$ cat src/rtl/usb_pkg.sv
// Shared definitions for the USB transmit packetizer: PID codes, SYNC byte,
// CRC16 constants and the FSM state type. The CRC states exist only when
// USB_TX_CRC16_EN is defined.
package usb_pkg;

    typedef enum logic [3:0] {
        PID_ACK   = 4'b0010,
        PID_NAK   = 4'b1010,
        PID_STALL = 4'b1110,
        PID_DATA0 = 4'b0011,
        PID_DATA1 = 4'b1011
    } pid_t;

    localparam logic [7:0]  SYNC_BYTE   = 8'h80;
    localparam logic [15:0] CRC16_POLY  = 16'h8005;
    localparam logic [15:0] CRC16_INIT  = 16'hFFFF;
    localparam logic [6:0]  MAX_PAYLOAD = 7'd64;

`ifdef USB_TX_CRC16_EN
    typedef enum logic [2:0] {
        ST_IDLE, ST_SYNC, ST_PID, ST_DATA, ST_CRC_LO, ST_CRC_HI
    } state_t;
`else
    typedef enum logic [2:0] {
        ST_IDLE, ST_SYNC, ST_PID, ST_DATA
    } state_t;
`endif

    function automatic logic is_data_pid(input logic [3:0] p);
        return (p == PID_DATA0) || (p == PID_DATA1);
    endfunction

    function automatic logic is_handshake_pid(input logic [3:0] p);
        return (p == PID_ACK) || (p == PID_NAK) || (p == PID_STALL);
    endfunction

    // USB sends bits LSB-first, so the shift register runs with the
    // bit-reversed polynomial.
    function automatic logic [15:0] reverse16(input logic [15:0] v);
        logic [15:0] r;
        for (int i = 0; i < 16; i++) r[i] = v[15-i];
        return r;
    endfunction

endpackage

$ cat src/rtl/usb_crc16.sv
// Combinational byte-wide USB CRC16 update (LSB-first, reflected 0x8005).
// Only instantiated when USB_TX_CRC16_EN is defined.
module usb_crc16
    import usb_pkg::*;
(
    input  logic [15:0] crc_in,
    input  logic [7:0]  data_in,
    output logic [15:0] crc_out
);

    localparam logic [15:0] POLY_REV = reverse16(CRC16_POLY);

    // Fold the byte in, then shift out eight bits least-significant first.
    always_comb begin
        crc_out = crc_in ^ {8'h00, data_in};
        for (int i = 0; i < 8; i++) begin
            if (crc_out[0]) crc_out = (crc_out >> 1) ^ POLY_REV;
            else            crc_out = crc_out >> 1;
        end
    end

endmodule

$ cat src/rtl/usb_tx_packetizer.sv
// USB transmit packetizer: SYNC, PID, optional payload pulled from the packet
// buffer, then CRC16 low/high bytes when USB_TX_CRC16_EN is defined.
// Without the macro, data packets end on their last payload byte.
//
// Output handshake: byte_out/byte_last are valid while byte_valid is high and
// are held unchanged until the cycle byte_valid && byte_ready, which is the
// transfer; the FSM only advances on a transfer.
module usb_tx_packetizer
    import usb_pkg::*;
(
    input  logic        clk,
    input  logic        rst,
    input  logic        tx_start,
    input  logic [3:0]  tx_pid,
    input  logic [6:0]  buffer_occupancy,
    output logic        get_tx_packet_data,
    input  logic [7:0]  tx_packet_data,
    output logic [7:0]  byte_out,
    output logic        byte_valid,
    output logic        byte_last,
    input  logic        byte_ready,
    output logic        tx_busy,
    output logic        tx_done,
    output logic        tx_err,
    output state_t      dbg_state
);

    state_t     state;
    logic [3:0] pid_q;
    logic [6:0] remaining;
    logic       xfer;
    logic       pop;

    assign xfer = byte_valid && byte_ready;
    // Pop only when the output slot is free or being emptied this cycle.
    assign pop  = (state == ST_DATA) && (remaining != 7'd0) && (!byte_valid || byte_ready);
    assign get_tx_packet_data = pop;
    assign dbg_state = state;

`ifdef USB_TX_CRC16_EN
    logic [15:0] crc;
    logic [15:0] crc_next;

    usb_crc16 u_crc16 (
        .crc_in  (crc),
        .data_in (tx_packet_data),
        .crc_out (crc_next)
    );
`endif

    // Packet FSM with registered byte stream and status outputs.
    always_ff @(posedge clk) begin
        if (rst) begin
            state      <= ST_IDLE;
            pid_q      <= 4'h0;
            remaining  <= 7'd0;
            byte_out   <= 8'h00;
            byte_valid <= 1'b0;
            byte_last  <= 1'b0;
            tx_busy    <= 1'b0;
            tx_done    <= 1'b0;
            tx_err     <= 1'b0;
`ifdef USB_TX_CRC16_EN
            crc        <= CRC16_INIT;
`endif
        end else begin
            tx_done <= 1'b0;
            tx_err  <= 1'b0;
            case (state)
                ST_IDLE: begin
                    if (tx_start) begin
                        if ((is_data_pid(tx_pid) || is_handshake_pid(tx_pid)) &&
                            (buffer_occupancy <= MAX_PAYLOAD)) begin
                            pid_q      <= tx_pid;
                            remaining  <= buffer_occupancy;
                            byte_out   <= SYNC_BYTE;
                            byte_valid <= 1'b1;
                            byte_last  <= 1'b0;
                            tx_busy    <= 1'b1;
                            state      <= ST_SYNC;
`ifdef USB_TX_CRC16_EN
                            crc        <= CRC16_INIT;
`endif
                        end else begin
                            tx_err <= 1'b1;
                        end
                    end
                end
                ST_SYNC: begin
                    if (xfer) begin
                        byte_out <= {~pid_q, pid_q};
`ifdef USB_TX_CRC16_EN
                        byte_last <= is_handshake_pid(pid_q);
`else
                        byte_last <= is_handshake_pid(pid_q) || (remaining == 7'd0);
`endif
                        state <= ST_PID;
                    end
                end
                ST_PID: begin
                    if (xfer) begin
                        if (byte_last) begin
                            byte_valid <= 1'b0;
                            byte_last  <= 1'b0;
                            tx_busy    <= 1'b0;
                            tx_done    <= 1'b1;
                            state      <= ST_IDLE;
                        end else if (remaining != 7'd0) begin
                            // Slot empties; the first pop happens next cycle.
                            byte_valid <= 1'b0;
                            byte_last  <= 1'b0;
                            state      <= ST_DATA;
                        end
`ifdef USB_TX_CRC16_EN
                        else begin
                            byte_out  <= ~crc[7:0];
                            byte_last <= 1'b0;
                            state     <= ST_CRC_LO;
                        end
`endif
                    end
                end
                ST_DATA: begin
                    if (pop) begin
                        byte_out   <= tx_packet_data;
                        byte_valid <= 1'b1;
                        remaining  <= remaining - 7'd1;
`ifdef USB_TX_CRC16_EN
                        crc        <= crc_next;
`else
                        byte_last  <= (remaining == 7'd1);
`endif
                    end else if (xfer) begin
                        // Last payload byte has been accepted.
`ifdef USB_TX_CRC16_EN
                        byte_out  <= ~crc[7:0];
                        byte_last <= 1'b0;
                        state     <= ST_CRC_LO;
`else
                        byte_valid <= 1'b0;
                        byte_last  <= 1'b0;
                        tx_busy    <= 1'b0;
                        tx_done    <= 1'b1;
                        state      <= ST_IDLE;
`endif
                    end
                end
`ifdef USB_TX_CRC16_EN
                ST_CRC_LO: begin
                    if (xfer) begin
                        byte_out  <= ~crc[15:8];
                        byte_last <= 1'b1;
                        state     <= ST_CRC_HI;
                    end
                end
                ST_CRC_HI: begin
                    if (xfer) begin
                        byte_valid <= 1'b0;
                        byte_last  <= 1'b0;
                        tx_busy    <= 1'b0;
                        tx_done    <= 1'b1;
                        state      <= ST_IDLE;
                    end
                end
`endif
                default: state <= ST_IDLE;
            endcase
        end
    end

endmodule

$ cat config.mk
export PLATFORM = sky130hd
export DESIGN_NAME = usb_tx_packetizer
export DESIGN_NICKNAME = d
export VERILOG_FILES = /design/src/rtl/usb_pkg.sv /design/src/rtl/usb_crc16.sv /design/src/rtl/usb_tx_packetizer.sv
export SDC_FILE = /design/constraint.sdc
export NUM_CORES = 1
export LEC_CHECK = 0
export CAP_MARGIN = 20
export CORE_MARGIN = 2
export CORE_UTILIZATION = 37
export DETAILED_ROUTE_END_ITERATION = 10
export GPL_TIMING_DRIVEN = 0
export PLACE_DENSITY = 0.75
export RECOVER_POWER = 100
export REMOVE_ABC_BUFFERS = 1
export SETUP_SLACK_MARGIN = 0.4
export SYNTH_ARGS = -nofsm -noshare
export SYNTH_HDL_FRONTEND = slang
export SYNTH_SLANG_ARGS = --single-unit
$ cat constraint.sdc
create_clock -name clk -period 2.25 [get_ports clk]
set_input_delay 0.45 -clock clk [delete_from_list [all_inputs] [get_ports clk]]
set_output_delay 0.45 -clock clk [all_outputs]
set_load 0.005 [all_outputs]
# After elaboration in Yosys (flattened, before gate mapping)
# Index checks and enable logic that the tools add are counted.
# Widths: inputs -> output; s select.
[classes] addsub=1 order_cmp=1 eq_ne=22 mux=42 n_bitwise=3 reduce_logical=28
[op_table] cell="$mux 8" count=4
[op_table] cell="$mux 3" count=8
[op_table] cell="$pmux 8 s3" count=1
[op_table] cell="$mux 7" count=3
[op_table] cell="$eq 4x4->1 const B" count=5
[op_table] cell="$mux 1" count=20
[op_table] cell="$ne 2x2->1 const B" count=8
[op_table] cell="$pmux 7 s2" count=1
[op_table] cell="$reduce_and 7->1" count=2
[op_table] cell="$eq 4x2->1 const B" count=3
[op_table] cell="$pmux 3 s4" count=1
[op_table] cell="$logic_or 1x1->1" count=8
[op_table] cell="$reduce_and 4->1" count=2
[op_table] cell="$eq 7x1->1 const B" count=1
[op_table] cell="$le 7x7->1 const B" count=1
[op_table] cell="$logic_not 7->1" count=1
[op_table] cell="$reduce_bool 7->1" count=1
[op_table] cell="$sub 7x1->7 const B" count=1
[op_table] cell="$eq 3x2->1 const B" count=2
[op_table] cell="$ne 3x3->1 const B" count=2
[op_table] cell="$pmux 1 s3" count=2
[op_table] cell="$reduce_and 6->1" count=1
[op_table] cell="$reduce_bool 3->1" count=2
[op_table] cell="$reduce_and 5->1" count=1
[op_table] cell="other kinds (12)" count=16
[totals] register_bits=27 inputBits=23 wordCells=106

# Logic depth before layout (Yosys ltp)
[logic_depth] depth_word=8 ltp_mapped=8 depth_no_buf=7

# Worst setup path after synthesis
# Ideal clock, no wire load.
[synth_timing] kind="input to register" from="in buffer_occupancy[5]" to="reg byte_out[4]" setup_time_ns=0.121 t_arrival_ns=1.939 setup_slack_ns=0.190 path_stages=5 path_buffers=0 cell_sequence="or4_1 o31a_1 o41ai_4 a2bb2oi_4 o2bb2ai_1"
[synth_between] elab_chain_len=4
[synth_rtl] item="from (decl)" line_no="usb_tx_packetizer.sv:15" text="input logic [6:0] buffer_occupancy,"
[synth_rtl] item="$le 7x7->1" line_no="usb_tx_packetizer.sv:73" text="(buffer_occupancy <= MAX_PAYLOAD)) begin"
[synth_rtl] item="$logic_and 1x1->1" line_no="usb_tx_packetizer.sv:72" text="if ((is_data_pid(tx_pid) || is_handshake_pid(tx_pid)) &&"
[synth_rtl] item="$ne 2x2->1 (no source line)"
[synth_rtl] item="$reduce_and 5->1 (no source line)"
[synth_rtl] item="to (signal assigned)" line_no="usb_tx_packetizer.sv:91" text="byte_out <= {~pid_q, pid_q};"
[synth_rtl] item="to (signal assigned)" line_no="usb_tx_packetizer.sv:125" text="byte_out <= tx_packet_data;"
[synth_rtl] item="to (decl)" line_no="usb_tx_packetizer.sv:18" text="output logic [7:0] byte_out,"
# Every way passes these cells.
# A chain may end at the register's enable or synchronous reset.

# Worst setup path after layout
[layout_timing] from="reg remaining[1]" to="out get_tx_packet_data"
[layout_between] elab_chain_len=3
[layout_rtl] item="from (decl)" line_no="usb_tx_packetizer.sv:30" text="logic [6:0] remaining;"
[layout_rtl] item="from (signal assigned)" line_no="usb_tx_packetizer.sv:75" text="remaining <= buffer_occupancy;"
[layout_rtl] item="from (signal assigned)" line_no="usb_tx_packetizer.sv:127" text="remaining <= remaining - 7'd1;"
[layout_rtl] item="$reduce_bool 7->1" line_no="usb_tx_packetizer.sv:36" text="assign pop = (state == ST_DATA) && (remaining != 7'd0) && (!byte_valid || byte_ready);"
[layout_rtl] item="$logic_and 1x1->1 (2 in series)" line_no="usb_tx_packetizer.sv:36"
[layout_rtl] item="to (decl)" line_no="usb_tx_packetizer.sv:16" text="output logic get_tx_packet_data,"
# Every way passes these cells.

==> results.cfg <==
[global_route]
gr-total-overflow = 0
grt_pass1_wl_microns = 6620
first_global_vias = 1381
antenna_found_initial = 0
grt_use_total_pct = 18.4
grt_start_max_net_pins = 21

[setup_path]
cp.arrival_ns = 1.65
crit_path_max_incr_delay_ns = 0.40
cp_slowest_cell = or3b_4
end_kind = output pin
critical_path_required_ns = 1.80
crit_fanout = 2
crit_chain = inv_1, ha_1, or3b_4, o211a_1, buf_2
critPathKind = reg -> out
r2r-start = remaining[1]
r2r-end = remaining[1]
r2r_slack_ns = 0.18
worstRegToRegCells = 8
cp-start-kind = flop

[sta]
rsz0062_at_grt = true
finalCriticalPeriod_ns = 2.10
hold_viol = 0
final-setup-viol-count = 0
slew_viol_final = 0
worst_slack_ns = 0.147
fin_skew_ns = 0.00145
period_share_pct = 93.5
maxClockFrequency_ghz = 0.476
max-slew-margin-rel_pct = 47.2
worstMarginPinSlew_ns = 0.791

[die]
rows = 23
die_w_microns = 67.8
io_pins = 40
core_sq_mm = 0.00394
die_y_microns = 67.8
die_area_sq_mm = 0.00459
start_util_pct = 38.1

[logic_synthesis]
synth_top_family_by_area = compound AO/OA/AOI/OAI gates
synth_edf_count = 0
yosysSeqAreaShare_pct = 34.6
synth_xor_area_share_pct = 0
netlist.area_leader.share_pct = 34.6
ys_top_cells_by_area = dfxtp_1 (35%), mux2i_1 (6.7%), nand2_1 (4.0%)
synth-simple-area-share_pct = 20.7
syn_area_sq_mm = 0.00150
synthArstFlopShare_pct = 0
synthCells = 177
muxShareOfSynthArea_pct = 6.66
ys_seq_elements = 26
ys_types = 49
dominantRegCellSynth = dfxtp_1
synth_compound_area_share_pct = 26.7
synth_area_per_cell_sq_um = 8.50
synth_top_cell_by_area = dfxtp_1
synth_fa_ha_area_share_pct = 1.66
ys.warnings.count = 0

[detailed_routing]
wl_per_cell_microns = 14.4
drtIter0Drc = 107
vias_per_cell = 5.38
drc = 0
firstDrtPassIters = 4
vias = 1458
wl_microns = 3890
final_antenna_net_count = 0

[final_layout]
fin_nets = 247
register_area_sq_um = 524
antenna_cells = 0
drive_above_1_share_pct = 19.9
multi_input_area_sq_um = 911
fill_cells = 364
final_util_pct = 52.5
syn2layout_area_growth_pct = 37.6

[placed_design]
io_buffer_count = 38
gp_congestion = 0.864
dpl.hpwl_microns = 2610
post-place-ws_ns = -0.828

[clocking]
htree_levels = 1
insertion_delay_ns = 0.27
clk_pin_slew_ns = 0.09
cts_num_sinks = 26
root_buffer = clkbuf_8
cts_buffers = 3
clk_path_buf_depth = 2
cts_tree = done
hold_buffers = 0

[status]
outcome = completed

[min_path]
hold_depth = 2
hold_class = reg -> reg
hp-start = byte_out[0]
whs_endpoint = byte_out[0]

[power]
p_leak_nw = 0.838
ir_drop_mv = 0.203
power_density_mw_per_mm2 = 475

[flow_run]
drv_cap = 0
[how the worst max path moves through the flow]
stage,start,endpoint,depth (start not counted)
detailed placement,buffer_occupancy[5],remaining[1],6
floorplan,buffer_occupancy[5],remaining[1],5
global placement,buffer_occupancy[5],remaining[0],6
global route,remaining[1],get_tx_packet_data,5
finish,remaining[1],get_tx_packet_data,5
CTS,buffer_occupancy[5],byte_out[2],6
[state kept, by name, indices dropped and copies added (netlist names)]
signal,cells
tx_busy,1
tx_done,1
byte_valid,1
dbg_state,2
byte_out,8
byte_last,1
pid_q,4
remaining,7
tx_err,1
[stage by stage]
stage | hold slack, ns | TNS, ns | cell area, sq um | instances | total power [mW]
after floorplan | 0.440 | -0.213 | 1420 | 166 | 0.573
after global placement | 0.437 | -10.65 | 1860 | 254 | 0.652
after detailed placement | 0.442 | -11.34 | 1860 | 254 | 0.654
after CTS | 0.456 | 0 | 2050 | 268 | 0.977
after global routing | 0.494 | 0 | 2070 | 271 | 1.02
final | 0.456 | 0 | 2070 | 271 | 0.982
[critical path, delay by kind of cell, from the launching register on]
kind            cells  cell delay [ns]
simple gates        1             0.40
flops               1             0.32
compound gates      1             0.25
buf+inv             2             0.22
fa+ha+maj           1             0.19
[cell usage after synthesis, types with 4 or more instances]
master and n:
inv_1 15, nor2_1 9, o22ai_1 4, clkbuf_1 4
o21ai_0 11, a21oi_1 8, nand3_1 8, dfxtp_1 26
nor3_1 5, o21ai_1 4, mux2i_1 10, nand2_1 16
[area by class of cell]
cell class              count  share of cell area (%)
clock buffers               4                    2.66
inverters                  15                    2.72
multi-input cells         125                    44.0
flip-flops and latches     26                    25.3
well taps                  50                    3.02
repair buffers             51                    22.2
[cell usage in the layout, fill, tap and decap left out, types with 3 or more instances in the layout]
master,instances
dfxtp_1,23
clkdlybuf4s50_1,19
nand2_1,16
inv_1,14
dlygate4sd3_1,13
o21ai_0,12
mux2i_1,10
nor2_1,9
a21oi_1,8
nand3_1,7
buf_4,7
nor3_1,4
clkbuf_8,4
buf_6,4
o211a_1,3
o211ai_1,3
o22ai_1,3
dfxtp_2,3
clkbuf_1,3
[report_power, final]
group          total, mW  internal, mW  switching [mW]
clock              0.305         0.156           0.149
combinational      0.188        0.0985          0.0893
sequential         0.489         0.472          0.0168
[per-layer routing]
metal,track usage [%],share of wire (%),vias to the layer above
met3,1.67,3.7,6
met5,0,0,-
met1,27.5,47,687
li1,-,-,725
met2,28.1,48,40
met4,5.10,1.1,0
[repair_timing]
item	in CTS	in global routing
buffers inserted	10	3
pin swaps	16	11
cloned	0	0
endpoints found under the setup margin	27	27
gates resized for setup	43	18
[cell families after synthesis]
| logic type | Yosys count |
|---|---|
| and+or+nand+nor | 59 |
| buffers and inverters | 26 |
| adders and majority gates | 2 |
| muxes | 10 |
| AOI/OAI and AO/OA | 53 |
| DFF | 26 |
| other | 1 |
No activity file was read; power rests on OpenSTA's default activity.
